**config.mk**
```make
export PLATFORM = sky130hd
export DESIGN_NAME = gcd_feeder_flat
export DESIGN_NICKNAME = d
export VERILOG_FILES = /design/src/rtl/gcd_feeder_if.sv /design/src/rtl/gcd_feeder.sv /design/src/flat_wrapper.sv
export SDC_FILE = /design/constraint.sdc
export NUM_CORES = 1
export LEC_CHECK = 0
export CAP_MARGIN = 40
export CORE_ASPECT_RATIO = 0.7
export CORE_MARGIN = 10
export CORE_UTILIZATION = 57
export DETAILED_ROUTE_END_ITERATION = 6
export GPL_TIMING_DRIVEN = 0
export PLACE_DENSITY = 0.85
export SYNTH_ARGS = -nofsm -noshare
export SYNTH_HDL_FRONTEND = slang
export SYNTH_SLANG_ARGS = --single-unit
```
**constraint.sdc**
```tcl
create_clock -name clk -period 5.85 [get_ports clk]
set_input_delay 1.755 -clock clk [delete_from_list [all_inputs] [get_ports clk]]
set_output_delay 1.755 -clock clk [all_outputs]
set_load 0.02 [all_outputs]
```
**src/rtl/gcd_feeder_if.sv**
```systemverilog
// Stream and core-control bundle for gcd_feeder.
// slave = feeder side, master = environment (producer, consumer and gcd core).
interface gcd_feeder_if;
    logic       in_valid;
    logic [7:0] in_a;
    logic [7:0] in_b;
    logic       in_ready;
    logic       out_valid;
    logic [7:0] out_res;
    logic       out_ready;
    logic       busy;
    logic       gcd_start;
    logic [7:0] gcd_a;
    logic [7:0] gcd_b;
    logic       gcd_res_rdy;
    logic [7:0] gcd_res;
    logic       gcd_res_fetch;

    modport slave (
        input  in_valid, in_a, in_b, out_ready, gcd_res_rdy, gcd_res,
        output in_ready, out_valid, out_res, busy, gcd_start, gcd_a, gcd_b, gcd_res_fetch
    );

    modport master (
        output in_valid, in_a, in_b, out_ready, gcd_res_rdy, gcd_res,
        input  in_ready, out_valid, out_res, busy, gcd_start, gcd_a, gcd_b, gcd_res_fetch
    );
endinterface

```
**src/rtl/gcd_feeder.sv**
```systemverilog
// Operand FIFO, issue FSM and result register around an external gcd core.
// Optional GCD_FEEDER_ZERO_BYPASS_EN resolves zero-operand pairs without the core.
module gcd_feeder #(
    parameter int unsigned DEPTH = 4
) (
    input  logic        clk,
    input  logic        rst_n,
    gcd_feeder_if.slave io_bus
);
    localparam int unsigned AW = (DEPTH > 1) ? $clog2(DEPTH) : 1;

    typedef logic [AW:0] ptr_t;
    localparam ptr_t PtrOne = ptr_t'(1);

    typedef enum logic [1:0] {StIdle, StStart, StWait} state_t;

    logic [7:0] r_mem_a [DEPTH];
    logic [7:0] r_mem_b [DEPTH];
    ptr_t       r_wptr;
    ptr_t       r_rptr;
    state_t     r_state;
    state_t     w_state_d;
    logic [7:0] r_gcd_a;
    logic [7:0] r_gcd_b;
    logic [7:0] r_out_res;
    logic       r_out_valid;

    logic       w_empty;
    logic       w_full;
    logic       w_push;
    logic       w_pop;
    logic       w_load;
    logic       w_fetch;
    logic       w_bypass;
    logic       w_slot_free;
    logic [7:0] w_head_a;
    logic [7:0] w_head_b;

    // Extra pointer MSB distinguishes full from empty when the index bits match.
    assign w_empty     = (r_wptr == r_rptr);
    assign w_full      = (r_wptr[AW] != r_rptr[AW]) && (r_wptr[AW-1:0] == r_rptr[AW-1:0]);
    assign w_push      = io_bus.in_valid && !w_full;
    assign w_slot_free = !r_out_valid || io_bus.out_ready;
    assign w_head_a    = r_mem_a[r_rptr[AW-1:0]];
    assign w_head_b    = r_mem_b[r_rptr[AW-1:0]];

    always_ff @(posedge clk) begin
        if (w_push) begin
            r_mem_a[r_wptr[AW-1:0]] <= io_bus.in_a;
            r_mem_b[r_wptr[AW-1:0]] <= io_bus.in_b;
        end
    end

    always_ff @(posedge clk or negedge rst_n) begin
        if (!rst_n) begin
            r_wptr <= '0;
            r_rptr <= '0;
        end else begin
            if (w_push) r_wptr <= r_wptr + PtrOne;
            if (w_pop)  r_rptr <= r_rptr + PtrOne;
        end
    end

    always_ff @(posedge clk or negedge rst_n) begin
        if (!rst_n) begin
            r_state <= StIdle;
        end else begin
            r_state <= w_state_d;
        end
    end

    always_comb begin
        w_state_d = r_state;
        w_pop     = 1'b0;
        w_load    = 1'b0;
        w_fetch   = 1'b0;
        w_bypass  = 1'b0;
        unique case (r_state)
            StIdle: begin
                if (!w_empty) begin
`ifdef GCD_FEEDER_ZERO_BYPASS_EN
                    // A zero pair waits in IDLE until the output slot frees up.
                    if ((w_head_a == 8'd0) || (w_head_b == 8'd0)) begin
                        if (w_slot_free) begin
                            w_pop    = 1'b1;
                            w_bypass = 1'b1;
                        end
                    end else begin
                        w_pop     = 1'b1;
                        w_load    = 1'b1;
                        w_state_d = StStart;
                    end
`else
                    w_pop     = 1'b1;
                    w_load    = 1'b1;
                    w_state_d = StStart;
`endif
                end
            end
            StStart: w_state_d = StWait;
            StWait: begin
                w_fetch = io_bus.gcd_res_rdy && w_slot_free;
                if (w_fetch) w_state_d = StIdle;
            end
            default: w_state_d = StIdle;
        endcase
    end

    always_ff @(posedge clk or negedge rst_n) begin
        if (!rst_n) begin
            r_gcd_a <= 8'd0;
            r_gcd_b <= 8'd0;
        end else if (w_load) begin
            r_gcd_a <= w_head_a;
            r_gcd_b <= w_head_b;
        end
    end

    always_ff @(posedge clk or negedge rst_n) begin
        if (!rst_n) begin
            r_out_valid <= 1'b0;
            r_out_res   <= 8'd0;
        end else if (w_fetch) begin
            r_out_valid <= 1'b1;
            r_out_res   <= io_bus.gcd_res;
        end else if (w_bypass) begin
            r_out_valid <= 1'b1;
            r_out_res   <= w_head_a | w_head_b;
        end else if (io_bus.out_ready) begin
            r_out_valid <= 1'b0;
        end
    end

    assign io_bus.in_ready      = !w_full;
    assign io_bus.out_valid     = r_out_valid;
    assign io_bus.out_res       = r_out_res;
    assign io_bus.busy          = !w_empty || (r_state != StIdle) || r_out_valid;
    assign io_bus.gcd_start     = (r_state == StStart);
    assign io_bus.gcd_a         = r_gcd_a;
    assign io_bus.gcd_b         = r_gcd_b;
    assign io_bus.gcd_res_fetch = w_fetch;
endmodule

```
**src/flat_wrapper.sv**
```systemverilog
// flat-port wrapper written by rule: the top's interface ports become plain ports
module gcd_feeder_flat 
#(
    parameter int unsigned DEPTH = 4
)
  (clk, rst_n, io_bus_in_valid, io_bus_in_a, io_bus_in_b, io_bus_out_ready, io_bus_gcd_res_rdy, io_bus_gcd_res, io_bus_in_ready, io_bus_out_valid, io_bus_out_res, io_bus_busy, io_bus_gcd_start, io_bus_gcd_a, io_bus_gcd_b, io_bus_gcd_res_fetch);
  gcd_feeder_if io_bus_i ();
  input  logic clk;
  input  logic rst_n;
  input wire logic [$bits(io_bus_i.in_valid)-1:0] io_bus_in_valid;
  input wire logic [$bits(io_bus_i.in_a)-1:0] io_bus_in_a;
  input wire logic [$bits(io_bus_i.in_b)-1:0] io_bus_in_b;
  input wire logic [$bits(io_bus_i.out_ready)-1:0] io_bus_out_ready;
  input wire logic [$bits(io_bus_i.gcd_res_rdy)-1:0] io_bus_gcd_res_rdy;
  input wire logic [$bits(io_bus_i.gcd_res)-1:0] io_bus_gcd_res;
  output wire logic [$bits(io_bus_i.in_ready)-1:0] io_bus_in_ready;
  output wire logic [$bits(io_bus_i.out_valid)-1:0] io_bus_out_valid;
  output wire logic [$bits(io_bus_i.out_res)-1:0] io_bus_out_res;
  output wire logic [$bits(io_bus_i.busy)-1:0] io_bus_busy;
  output wire logic [$bits(io_bus_i.gcd_start)-1:0] io_bus_gcd_start;
  output wire logic [$bits(io_bus_i.gcd_a)-1:0] io_bus_gcd_a;
  output wire logic [$bits(io_bus_i.gcd_b)-1:0] io_bus_gcd_b;
  output wire logic [$bits(io_bus_i.gcd_res_fetch)-1:0] io_bus_gcd_res_fetch;
  assign io_bus_i.in_valid = io_bus_in_valid;
  assign io_bus_i.in_a = io_bus_in_a;
  assign io_bus_i.in_b = io_bus_in_b;
  assign io_bus_i.out_ready = io_bus_out_ready;
  assign io_bus_i.gcd_res_rdy = io_bus_gcd_res_rdy;
  assign io_bus_i.gcd_res = io_bus_gcd_res;
  assign io_bus_in_ready = io_bus_i.in_ready;
  assign io_bus_out_valid = io_bus_i.out_valid;
  assign io_bus_out_res = io_bus_i.out_res;
  assign io_bus_busy = io_bus_i.busy;
  assign io_bus_gcd_start = io_bus_i.gcd_start;
  assign io_bus_gcd_a = io_bus_i.gcd_a;
  assign io_bus_gcd_b = io_bus_i.gcd_b;
  assign io_bus_gcd_res_fetch = io_bus_i.gcd_res_fetch;
  gcd_feeder #(.DEPTH(DEPTH)) u_core (.clk(clk), .rst_n(rst_n), .io_bus(io_bus_i));
endmodule
```
== Word-level counts from Yosys, hierarchy flattened ==
Memories as Yosys holds them, arrays and structs flattened. A register that Yosys moved wholly into a read port is not among the register bits.
Index checks and enable logic that the tools add are counted.
Operators by class
  add/sub/neg operators: 2
  equal/unequal tests: 7
  muxes and demuxes: 10
  reduce and logical (&&, ||, !) cells: 15
Operators with widths (count)
  $mux W1: 7
  $add A3 B1 Y3 const B: 2
  $pmux W2 S3: 1
  $logic_not A1 Y1: 5
  $mux W2: 2
  $reduce_bool A2 Y1: 2
  $eq A3 B3 Y1: 1
  $logic_and A1 B1 Y1: 3
  $logic_or A1 B1 Y1: 3
  $eq A2 B1 Y1 const B: 1
  $eq A2 B2 Y1: 1
  $eq A2 B2 Y1 const B: 1
  $logic_not A2 Y1: 1
  $ne A2 B1 Y1 const B: 1
  $ne A2 B2 Y1 const B: 1
  $reduce_and A2 Y1: 1
  $ne A1 B1 Y1: 1
Word-level totals
  flip-flop bits (word level): 17
  memory bits (writable): 64
  bits of input ports: 29
  output and inout port bits: 29
  word-level logic and storage cells: 41
  memories kept: 2
Memory list
  u_core.r_mem_a: words 4, width 8, read ports 1, clocked after Yosys merged registers in 1, write ports 1, line gcd_feeder.sv:17  | logic [7:0] r_mem_a [DEPTH];
  u_core.r_mem_b: words 4, width 8, read ports 1, clocked after Yosys merged registers in 1, write ports 1, line gcd_feeder.sv:18  | logic [7:0] r_mem_b [DEPTH];

== Logic depth before layout (Yosys ltp) ==
  depth in word-level cells: 6
  gate-level depth with buffers: 5
  mapped depth without buffers: 4

== Worst setup path before layout ==
Ideal clock, no wire load.
  path kind: input to output
  from: in io_bus_out_ready
  to: out io_bus_gcd_res_fetch
  data arrival time: 2.472 ns
  data required time: 4.095 ns
  slack: 1.623 ns
  cell stages on the path: 3
  buffers on the path: 0
  cell sequence: nand2b_1 nand4b_1 inv_1
Between the ends
  word-level cells in the longest chain between the ends: 3
Ends and longest elaborated chain
  from (decl): line flat_wrapper.sv:13  | input wire logic [$bits(io_bus_i.out_ready)-1:0] io_bus_out_ready;
  $logic_or A1 B1 Y1: line gcd_feeder.sv:43  | assign w_slot_free = !r_out_valid || io_bus.out_ready;
  $logic_and A1 B1 Y1: line gcd_feeder.sv:102  | w_fetch = io_bus.gcd_res_rdy && w_slot_free;
  $mux W1: line gcd_feeder.sv:78  | unique case (r_state)
  to (decl): line flat_wrapper.sv:23  | output wire logic [$bits(io_bus_i.gcd_res_fetch)-1:0] io_bus_gcd_res_fetch;
Every way passes these cells.

== Worst setup path after layout ==
Same ends and word-level chain as after synthesis.

==> results.cfg <==
[power]
power_frac_comb = 0.430
clkPwrFrac = 0.157
cellLeakagePower_nw = 1.73
seqPwrFrac = 0.413
power_per_cell_area_nw_per_um2 = 559
switching_share = 0.326
internal-power_mw = 1.76
power_switching_mw = 0.852
vdd_drop_max_v = 0.000271

[flow_run]
drv_cap = 0

[detailed_routing]
drtAntennaViolNets = 0
drt-vias-per-instance = 5.31
avgRoutedWirePerCell_um = 18.9
drc_errors = 0
via_count = 1827
first_iter_violations = 102
firstDrtPassIters = 4
wl_mm = 6.51

[layout]
seq_area_um2 = 2750
fillers = 385
utilization = 0.738
layout-drive-gt1-share = 0.265
area_delta_synth_final_pct = 23.4
fin_nets = 283
stdcell_count = 344
multi_input_area_um2 = 983
antenna_cells = 0

[synthesis]
ys_ff_latch = 97
avgSynthCellArea_um2 = 21.0
synth_warnings = 0
yosysTopAreaCell = edfxtp_1
syn-cell-area_um2 = 3790
yosys.area.top_type_share = 0.507
ys_top_cells_by_area = edfxtp_1 51%, dfrtp_1 22%, mux4_2 7.7%
synth_edf_count = 64
yosysUniqueCellTypes = 27
synth_nets = 214
seq_area_frac_synth = 0.725
synthMostInstantiatedCell = edfxtp_1
synth_commonest_cells = 64 x edfxtp_1, 33 x dfrtp_1, 18 x mux2_2
synthArstFlopShare = 0.340
syn_inst = 180
synth-main-ff-cell = edfxtp_1

[floorplanning]
core_area_um2 = 6340
start_util = 0.598
pin_count = 58
die_area_um2 = 10400
num_rows = 24
die-height_um = 88.2
die_x_um = 117

[worst_setup_path]
path_class = in2out
crit_path_max_fanout = 10
required_ns = 4.09
start_kind = primary input
r2r_slack_ns = 3.45
reg2regPathDepth = 4
r2r-start = u_core.r_rptr[0]
endpoint_kind = primary output
r2r_end = u_core.r_mem_b[1][2]
arrival_ns = 3.51

[worst_hold_path]
holdPathEnd = u_core.io_bus.out_res[4]
hold_path.class = reg2reg
worstHoldStart = u_core.io_bus.out_res[4]
hold_depth = 1

[sta]
max_freq_mhz = 190
min_period_ns = 5.26
slew_viol_final = 0
rsz0062_at_grt = no
final-hold-violation-count = 0
slew_headroom = 0.406
setup_tns_ns = 0
finalCritPeriodShare = 0.900
setup_viol = 0
skew_ns = 0.00883
worst_pin_slew_ns = 0.891

[clock_network]
cts_root_buf = clkbuf_8
cts_made_buffers = 9
cts-hold-fix-buffers = 0
cts.htree.levels = 3
cts.repair.resized = 0
clk_pin_slew_ns = 0.08
cts.path.max_buffers = 2
clock-sinks = 97
cts_tree = yes
insertion_delay_ns = 0.35
post_cts_buffers = 0

[run_status]
status = finished, final reports clean

[place]
gp_congestion = 0.705
placed_cells = 329
portBuffers = 57
dp_hpwl_mm = 4.63

[grt]
grt_pass1_vias = 1948
grt_pass1_wl_mm = 10.4
grtUsageTotal = 0.130
grt_max_degree = 34
overflow = 0
grt_antenna_before_repair = 0
-- registers in the layout, summed over array words and instances, names as in the netlist --
name,cells
u_core.r_mem_a,32
u_core.r_mem_b,32
u_core.io_bus.gcd_a,8
u_core.io_bus.gcd_b,8
u_core.io_bus.out_res,8
u_core.r_rptr,3
u_core.r_wptr,3
u_core.r_state,2
u_core.io_bus.out_valid,1
-- final cells by class --
type,instances,share of cell area
Buffer,5,0.0102
Inverter,4,0.00321
Sequential cell,97,0.588
Timing Repair Buffer,58,0.123
Clock inverter,6,0.0142
Tap cell,91,0.0244
Multi-Input combinational cell,74,0.210
Clock buffer,9,0.0265
-- how the worst max path moves through the flow --
stage,start,slack [ns],cells past startpoint,to
floorplan,io_bus_out_ready,1.62,3,io_bus_gcd_res_fetch
global placement,io_bus_out_ready,0.55,5,io_bus_gcd_res_fetch
detailed placement,io_bus_out_ready,0.57,5,io_bus_gcd_res_fetch
CTS,io_bus_out_ready,0.56,5,io_bus_gcd_res_fetch
global route,io_bus_out_ready,0.46,5,io_bus_gcd_res_fetch
finish,io_bus_out_ready,0.59,5,io_bus_gcd_res_fetch
-- layout by cell type (no fill, tap or decap), types with 4 or more instances in the layout --
cell,count
clkbuf_8,9
edfxtp_1,64
mux4_2,13
inv_1,4
dfrtp_1,33
mux2_4,8
mux2_2,18
xor2_1,4
ha_1,5
clkdlybuf4s50_1,56
-- cell families (layout without fill, tap and decap cells) --
family / after synthesis / after routing / share of synthesized area
buffers and inverters: 9 / 82 / 0.0165
XOR/XNOR: 8 / 8 / 0.0225
AND/OR/NAND/NOR: 14 / 14 / 0.0225
AO/OA/AOI/OAI: 5 / 5 / 0.0132
flip-flops: 97 / 97 / 0.725
adder cells (fa/ha/maj): 5 / 5 / 0.0165
multiplexers: 42 / 42 / 0.183
-- critical path: stages --
cell and delay [ns]:
clkdlybuf4s50_1 0.45, nand2b_1 0.14, nand4b_1 0.41, inv_1 0.14, clkdlybuf4s50_1 0.62
-- power by group through the flow --
stage          logic (mW)  clock network (mW)  registers [mW]
2_1_floorplan       0.644                   0            1.18
3_3_place_gp         1.10                   0            1.08
3_5_place_dp         1.14                   0            1.09
4_1_cts              1.14               0.419            1.08
5_1_grt              1.20               0.450            1.10
6_report             1.12               0.410            1.08
-- metrics by stage --
step | power (mW) | setup WS, ns | hold slack, ns | area (um^2)
2_1_floorplan | 1.82 | 1.62 | 0.498 | 3790
3_3_place_gp | 2.18 | 0.552 | 0.487 | 4470
3_5_place_dp | 2.24 | 0.575 | 0.493 | 4480
4_1_cts | 2.64 | 0.563 | 0.517 | 4670
5_1_grt | 2.75 | 0.457 | 0.532 | 4670
6_report | 2.61 | 0.586 | 0.511 | 4670
-- metal layers --
| layer | GRT usage | part of all wire | up-vias |
|---|---|---|---|
| li1 | - | - | 845 |
| met1 | 0.165 | 0.46 | 926 |
| met2 | 0.206 | 0.48 | 48 |
| met3 | 0.0476 | 0.052 | 8 |
| met4 | 0.0408 | 0.011 | 0 |
| met5 | 0 | 0 | - |
No activity file was read; power rests on OpenSTA's default activity.
